`src/rtl/seven_segment_decoder.sv`:
```
// Registered BCD-to-seven-segment decoder with lamp-test, blanking and
// ripple-blanking controls for leading-zero suppression across digits.
module seven_segment_decoder #(
    parameter bit SEG_ACTIVE_LOW = 1'b0,
    parameter bit HEX_MODE       = 1'b0
) (
    input  logic clk,
    input  logic rst_n,
    input  logic A,
    input  logic B,
    input  logic C,
    input  logic D,
    input  logic lt_n,
    input  logic bi_n,
    input  logic rbi_n,
    output logic a,
    output logic b,
    output logic c,
    output logic d,
    output logic e,
    output logic f,
    output logic g,
    output logic rbo_n
);

    localparam logic [6:0] SEG_BLANK = 7'b0000000;
    localparam logic [6:0] SEG_ALL   = 7'b1111111;

    logic [3:0] code;
    logic [6:0] glyph;
    logic [6:0] seg_next;
    logic       rbo_next;
    logic [6:0] seg_q;
    logic       rbo_q;

    assign code = {A, B, C, D};

    // Glyph lookup in lit-is-1 form (segment order abcdefg); polarity comes later.
    always_comb begin
        glyph = SEG_BLANK;
        case (code)
            4'd0:  glyph = 7'b1111110;
            4'd1:  glyph = 7'b0110000;
            4'd2:  glyph = 7'b1101101;
            4'd3:  glyph = 7'b1111001;
            4'd4:  glyph = 7'b0110011;
            4'd5:  glyph = 7'b1011011;
            4'd6:  glyph = 7'b1011111;
            4'd7:  glyph = 7'b1110000;
            4'd8:  glyph = 7'b1111111;
            4'd9:  glyph = 7'b1111011;
            4'd10: glyph = HEX_MODE ? 7'b1110111 : SEG_BLANK;
            4'd11: glyph = HEX_MODE ? 7'b0011111 : SEG_BLANK;
            4'd12: glyph = HEX_MODE ? 7'b1001110 : SEG_BLANK;
            4'd13: glyph = HEX_MODE ? 7'b0111101 : SEG_BLANK;
            4'd14: glyph = HEX_MODE ? 7'b1001111 : SEG_BLANK;
            4'd15: glyph = HEX_MODE ? 7'b1000111 : SEG_BLANK;
            default: glyph = SEG_BLANK;
        endcase
    end

    // Control priority: blanking, then lamp test, then zero suppression.
    always_comb begin
        seg_next = glyph;
        rbo_next = 1'b1;
        if (!bi_n) begin
            seg_next = SEG_BLANK;
        end else if (!lt_n) begin
            seg_next = SEG_ALL;
        end else if (!rbi_n && (code == 4'd0)) begin
            seg_next = SEG_BLANK;
            rbo_next = 1'b0;
        end
    end

    always_ff @(posedge clk or negedge rst_n) begin
        if (!rst_n) begin
            seg_q <= SEG_BLANK ^ {7{SEG_ACTIVE_LOW}};
            rbo_q <= 1'b1;
        end else begin
            seg_q <= seg_next ^ {7{SEG_ACTIVE_LOW}};
            rbo_q <= rbo_next;
        end
    end

    assign {a, b, c, d, e, f, g} = seg_q;
    assign rbo_n = rbo_q;

endmodule

```
`config.mk`:
```
export PLATFORM = sky130hd
export DESIGN_NAME = seven_segment_decoder
export DESIGN_NICKNAME = d
export VERILOG_FILES = /design/src/rtl/seven_segment_decoder.sv
export SDC_FILE = /design/constraint.sdc
export NUM_CORES = 1
export LEC_CHECK = 0
export ABC_AREA = 1
export CAP_MARGIN = 0
export CORE_MARGIN = 3
export CORE_UTILIZATION = 35
export DETAILED_ROUTE_END_ITERATION = 10
export PLACE_DENSITY = 0.66
export RECOVER_POWER = 100
export SLEW_MARGIN = 40
export SYNTH_ARGS = -nofsm -noshare
export SYNTH_HDL_FRONTEND = slang
export SYNTH_SLANG_ARGS = --single-unit
```
`constraint.sdc`:
```
create_clock -name clk -period 0.8 [get_ports clk]
set_input_delay 0.16 -clock clk [delete_from_list [all_inputs] [get_ports clk]]
set_output_delay 0.16 -clock clk [all_outputs]
set_load 0.02 [all_outputs]
```
After elaboration in Yosys (flattened, before gate mapping)
Memories as Yosys holds them, arrays and structs flattened. Index checks and enable logic that the tools add are counted.

Register bits after elaboration: 8. ROM bits: 112. Output and inout port bits: 8. Logic and storage cells: 12. Memories: 1.

Memory list: (name not given) (depth 16, width 7, rd ports 1, clocked after Yosys merged registers in 0, wr ports 0, RTL line 41) `case (code)`.

Mux-type cells: 6. Reduce and logical (&&, ||, !) cells: 3.

Operators with widths (number): 7-bit two-way mux (3); 4-bit zero test (1); 1-bit two-way mux (3); 1-bit logical AND (1); 1-bit zero test (1).

Logic depth before layout (Yosys ltp)
Depth after elaboration: 5. Gate-level depth with buffers: 7. Depth with buffers taken out: 7.

Worst setup path after synthesis
OpenSTA, ideal clock, no wires.

Kind: input-to-reg. Start: input port C. End: register seg_q[3]. Arrival: 0.739 ns. Data required time: 0.670 ns. Slack: -0.068 ns. Stages: 6. Buffers on the path: 0. Path through: inv_1 -> ha_1 -> nand2_1 -> nand3_1 -> nand3_1 -> a21oi_1.

Longest elaborated chain between the ends: 5. Elaborated cells between the ends (all ways): 6. Those cells by class: mux: 3; reduce/logical: 2; memory: 1.

Ends and longest elaborated chain: start: declaration (RTL line 11) `input logic C,`; branches (longest 2 deep; another with memory read 16 x 7 bit); 7-bit two-way mux (*) (RTL line 70) `end else if (!rbi_n && (code == 4'd0)) begin`; 7-bit two-way mux (*) (RTL line 68) `end else if (!lt_n) begin`; 7-bit two-way mux (*) (RTL line 66) `if (!bi_n) begin`; net seg_next[3] (RTL line 31) `logic [6:0] seg_next;`; end signal: assignment (RTL line 78) `seg_q <= SEG_BLANK ^ {7{SEG_ACTIVE_LOW}};`; end signal: assignment (RTL line 81) `seg_q <= seg_next ^ {7{SEG_ACTIVE_LOW}};`; end: declaration (RTL line 33) `logic [6:0] seg_q;`.

Mark *: on every way through the listed nets, which the timed path passes.

Worst setup path after layout
Start: register rbo_q (netlist: rbo_n). End: output port rbo_n.

RTL lines: start: declaration (RTL line 34) `logic rbo_q;`; start signal: assignment (RTL line 82) `rbo_q <= rbo_next;`; end: declaration (RTL line 23) `output logic rbo_n`.

No word-level cell between the ends.

==> summary.md <==
| Metric | Value |
|---|---|
| Post-route DRC | `0` |
| Setup WS pre-CTS | `-0.6581 ns` |
| Final setup viols | `15` |
| Switching Fraction | `28.61%` |
| Hold Vio Cnt, Final | `0` |
| Longest Clk Path Bufs | `2` |
| Die footprint | `1787 um2` |
| Num ports | `17` |
| Critical path depth in cells | `1` |
| Global route overflow | `0` |
| Most common cell after layout, fill and taps aside | `buf_6` |
| Yosys warnings | `0` |
| Seq pwr share | `40.8%` |
| Critical Path End Type | `output pin` |
| Cts bufs inserted | `3` |
| Worst path slowest cell | `dfstp_2` |
| Fmax | `roughly 1000 MHz` |
| Class of the worst hold path | `in2async` |
| Outcome | `complete, but fails checks` |
| Initial antenna violation count | `0` |
| Crit-path max cell delay | `0.52 ns` |
| RSZ-0062 raised after global routing | `yes` |
| Routed via count | `428` |
| Vias in the first global route | `377` |
| Core area | `1171 um2` |
| Final core occ | `68.38%` |
| Max Transition Viols Final | `0` |
| Synthesized area | `460.4 um2` |
| Drt total wl | `1038 um` |
| Gr usage total | `10.79%` |
| Die height | `~42 um` |
| Worst Path Buf+Inv | `1` |
| Crit path cell chain | `buf_6` |
| Crit path DAT | `between 0.8 and 0.9 ns` |
| N_diodes | `0` |
| Fin crit period | `between 1 and 1.5 ns` |
| Commonest non-fill, non-tap cells in the layout | `buf_6 (9), dfrtp_1 (7), inv_1 (6), nand3_2 (6), buf_4 (6)` |
| Pleak | `0.4140 nW` |
| Clock root buffer | `clkbuf_4` |
| Final Cycle Share | `128.1%` |
| Switch Pwr | `about 0.00031 W` |
| Worst-Margin Slew | `0.3823 ns` |
| Post-layout worst setup margin | `-0.2251 ns` |
| Post-route ant nets | `0` |
| Vias/cell | `about 4.6` |
| Site Rows | `12` |
| CTS H-tree depth | `1` |
| PwrDens | `1354 nW/um2` |
| Synth area leader | `dfrtp_1` |
| CP Max Fanout | `1` |
| Hold_buf cts | `0` |
| Starting Density | `39.32%` |
| Placer Congestion | `0.7450` |
| Max-cap check violation count | `0` |
| Worst-path clk slew | `0.05 ns` |
| Pin count of the biggest net entering global routing | `9` |
| Die width | `about 42 um` |
| Delay-heaviest family, CP | `flip-flops` |
| Initial DRC Count | `1` |
| Fin nets | `94` |
| Post-detail-place hpwl | `712.9 um` |
| DRT Pass-1 Iters | `4` |
| CTS tree | `done` |
| Failing checks | `negative setup slack` |
| Cell variety after synth | `16` |
| Synth Register Bits | `8` |
| Synth Net Count | `a little under 70` |
| Pint | `0.0007743 W` |
| Critical Path Start Type | `flip-flop` |
| Peak VDD IR | `about 0.6 mV` |
| Area growth syn-to-layout | `73.91%` |
| Post-Syn Instances | `54` |
| Synth top area share | `38.04%` |
| Top cells by area, synth | `dfrtp_1 (38%), ha_1 (14%), nand3_1 (11%), a21oi_1 (7.6%), dfstp_2 (5.7%)` |
| Gate power share | `around 30%` |
| First-pass GRT wire length | `roughly 1500 um` |
| Drt wl/cell | `11.16 um` |
| CP Data Required Time | `0.64 ns` |
| Buffers on Ports | `16` |
| Slew headroom | `74.47%` |
| Clock network power share | `28.9%` |
| Share of cells above drive strength 1 | `55.70%` |
| Avg Cell Area, Syn | `8.527 um2` |
| Worst Path Class, Setup | `reg2out` |
| Clock sinks | `8` |
| Seq/Total Area, Yosys | `43.75%` |
[path summary, 6_finish.rpt]
path / startpoint / end
setup / recovery: rbo_n / rbo_n
max in group asynchronous: rst_n / seg_q[0]
hold / removal: rst_n / rbo_n
min in group clk: lt_n / rbo_n
[metal layers]
| metal | GRT usage [%] | share of wire [%] | vias up |
|---|---|---|---|
| met5 | 0 | 0 | - |
| li1 | - | - | 224 |
| met4 | 5.590 | 0 | 0 |
| met3 | 1.717 | 4.6 | 0 |
| met2 | 18.84 | 61 | 15 |
| met1 | 12.43 | 34 | 189 |
[synth_stat cells (all sizes together)]
library cell   n
nand2          8
nand4          1
a21oi          7
buf            1
nand3         10
dfrtp          7
ha             5
nor2           2
o21ai          2
inv           10
dfstp          1
[layout make-up]
class | instances | area, um2
repair buffers | 22 | 201.4
multi-input cells | 35 | 309.0
clock buffers | 4 | 26.28
flip-flops and latches | 8 | 201.4
fillers | 106 | 370.4
well taps | 14 | 17.52
inverters | 10 | 45.04
[through the flow]
stage          power (W)  setup TNS (ns)  hold slack (ns)  area (um2)  cells
2_1_floorplan  0.0005796               0          -0.1356       478.0     54
3_3_place_gp   0.0007219          -6.881           0.4969       689.4     88
3_5_place_dp   0.0007266          -7.097           0.4932       689.4     88
4_1_cts         0.001047         -0.9638           0.2330       718.2     92
5_1_grt         0.001142          -1.814           0.3280       800.8     93
6_report        0.001085          -1.158           0.3235       800.8     93
[timing repair]
item	in CTS	in global routing
pin swaps	2	7
cloned	0	0
endpoints found under the setup margin	16	15
gates resized for setup	61	24
buffers inserted	0	1
[kinds of logic after synthesis]
family | after synthesis | synth area share [%]
simple gates | 21 | 23.10
buf+inv | 11 | 8.967
compound gates | 9 | 10.60
flops | 8 | 43.75
fa+ha+maj | 5 | 13.59
[flip-flops by register name (all words and copies together), names as in the netlist]
register,flops
rbo_n,1
seg_q,7
[power by group through the flow]
stage	Combinational [W]	Clock, W	Sequential [W]
floorplan	0.0000994	0	0.000480
global placement	0.000279	0	0.000443
detailed placement	0.000283	0	0.000443
CTS	0.000282	0.000322	0.000443
global route	0.000359	0.000337	0.000447
finish	0.000328	0.000313	0.000443
Power figures use the tool's default switching activity.
==> edit: new RTL, same flow settings <==
Put a register stage on the output `d`, without a reset. The value now appears one clock later. The other outputs are not delayed to match.
--- a/src/rtl/seven_segment_decoder.sv
+++ b/src/rtl/seven_segment_decoder.sv
@@ -25,6 +25,8 @@
 
     localparam logic [6:0] SEG_BLANK = 7'b0000000;
     localparam logic [6:0] SEG_ALL   = 7'b1111111;
+
+    logic d_d;
 
     logic [3:0] code;
     logic [6:0] glyph;
@@ -83,8 +85,12 @@
         end
     end
 
-    assign {a, b, c, d, e, f, g} = seg_q;
+    assign {a, b, c, d_d, e, f, g} = seg_q;
     assign rbo_n = rbo_q;
+
+    always_ff @(posedge clk) begin
+        d <= d_d;
+    end
 
 endmodule
 
Formal check against the unedited RTL: not equivalent (a bounded check fails within 4 cycles, from zero or initial values and one cycle with rst_n low).
==> edit against the unedited design <==
- the run still ends with setup timing left
- sequential cell count grew 1
- worst setup slack lost 0.0057 ns
- power grew 5.3%
- combinational power shrank 3%
- synthesized cell count grew 1.9%
- via count grew 1.6%
- design area grew 1.9%
- routed wire length shrank 5.0%
- die area grew 3.7%
- non-clock buffer count grew 1
- final cell count grew 2.2%
- first-iteration DRC count grew to 5.0 times the old value
- synthesized area grew 4.3%
==> edit: results (changes against the unedited design) <==
Detailed routing
  – Via density: 4.58 (was 4.60)
  – DRT Pass-1 Iters: 2 (was 4)
  – Met3 WL: 46 um (was 48 um)
  – Met2 WL: 543 um (was 633 um)

Placement
  – Cells after DPL: 89 (was 88)
  – Gpl congestion: 0.764 (was 0.745)
  – Placement Setup Slack: -0.658 ns (about the same)
  – Post-placement cell area: 709 sq um (was 689 sq um)

Timing
  – WHS: 0.319 ns (was 0.324 ns)
  – Final setup violation count: 16 (was 15)
  – Slew HR: 74.7% (was 74.5%)
  – Final setup margin: -0.231 ns (was -0.225 ns)

Synth
  – Seq/Total Area, Yosys: 46.1% (was 43.8%)
  – Synth async-reset ratio: 88.9% (was 100%)
  – Cells after synthesis: 55 (was 54)
  – Synth unique cells: 17 (was 16)
  – Most area-consuming cells after synthesis: dfrtp_1, ha_1, nand3_1, a21oi_1, dfstp_2 (unchanged)
  – Mapped Area: 480 sq um (was 460 sq um)
  – Syn nets: 69 (was 68)

Finish
  – Signal buf overhead: 25.2% (about the same)
  – Layout clock area frac: 3.22% (was 3.28%)
  – Fillers: 100 (was 106)
  – Signal buffers: 23 (was 22)
  – Area growth, synth to finish: 69.8% (was 73.9%)
  – Multi-input logic area: 302 sq um (was 309 sq um)
  – Sequential share of cell area: 27.3% (was 25.2%)
  – Fin nets: 96 (was 94)

Outcome
  – Run status: finished, violations left (unchanged)
  – Failing checks: setup timing (unchanged)

Global routing
  – Met2 GRT Util: 20.1% (was 18.8%)
  – M3 GR Usage: 2.54% (was 1.72%)
  – Overall routing resource usage: 10.7% (was 10.8%)
  – Vias in the first global route: 421 (was 377)

Power and ir drop
  – Pleak: 0.422 nW (was 0.414 nW)

Clock network
  – Sink Count: 9 (was 8)
==> edit: what timing repair did <==
item                                   4_1_cts  5_1_grt
gates resized for setup                     65       20
setup endpoints to repair                   16       15
pin swaps                                    3        7
endpoints found under the hold margin        0        0
buffers inserted                             0        2
==> edit: cell families after synthesis <==
| family | share of synthesized area, % |
|---|---|
| AOI/OAI and AO/OA | 10.2 |
| buffers and inverters | 8.59 |
| adders and majority gates | 13.0 |
| DFF | 46.1 |
| and+or+nand+nor | 22.1 |
==> edit: final timing paths <==
kind,to,depth (start not counted)
worst max-delay path,rbo_n,1
worst min-delay path,rbo_n$_DFF_PN1_,1
worst max register to register,d$_DFF_P_,0
worst min register to register,d$_DFF_P_,0
max in group asynchronous,seg_q[1]$_DFF_PN0_,2
min in group clk,seg_q[5]$_DFF_PN0_,4
==> edit: where the power goes <==
part,internal (mW),switching (mW)
combinational,0.151,0.168
clock,0.191,0.135
sequential,0.486,0.0122
total,0.827,0.315
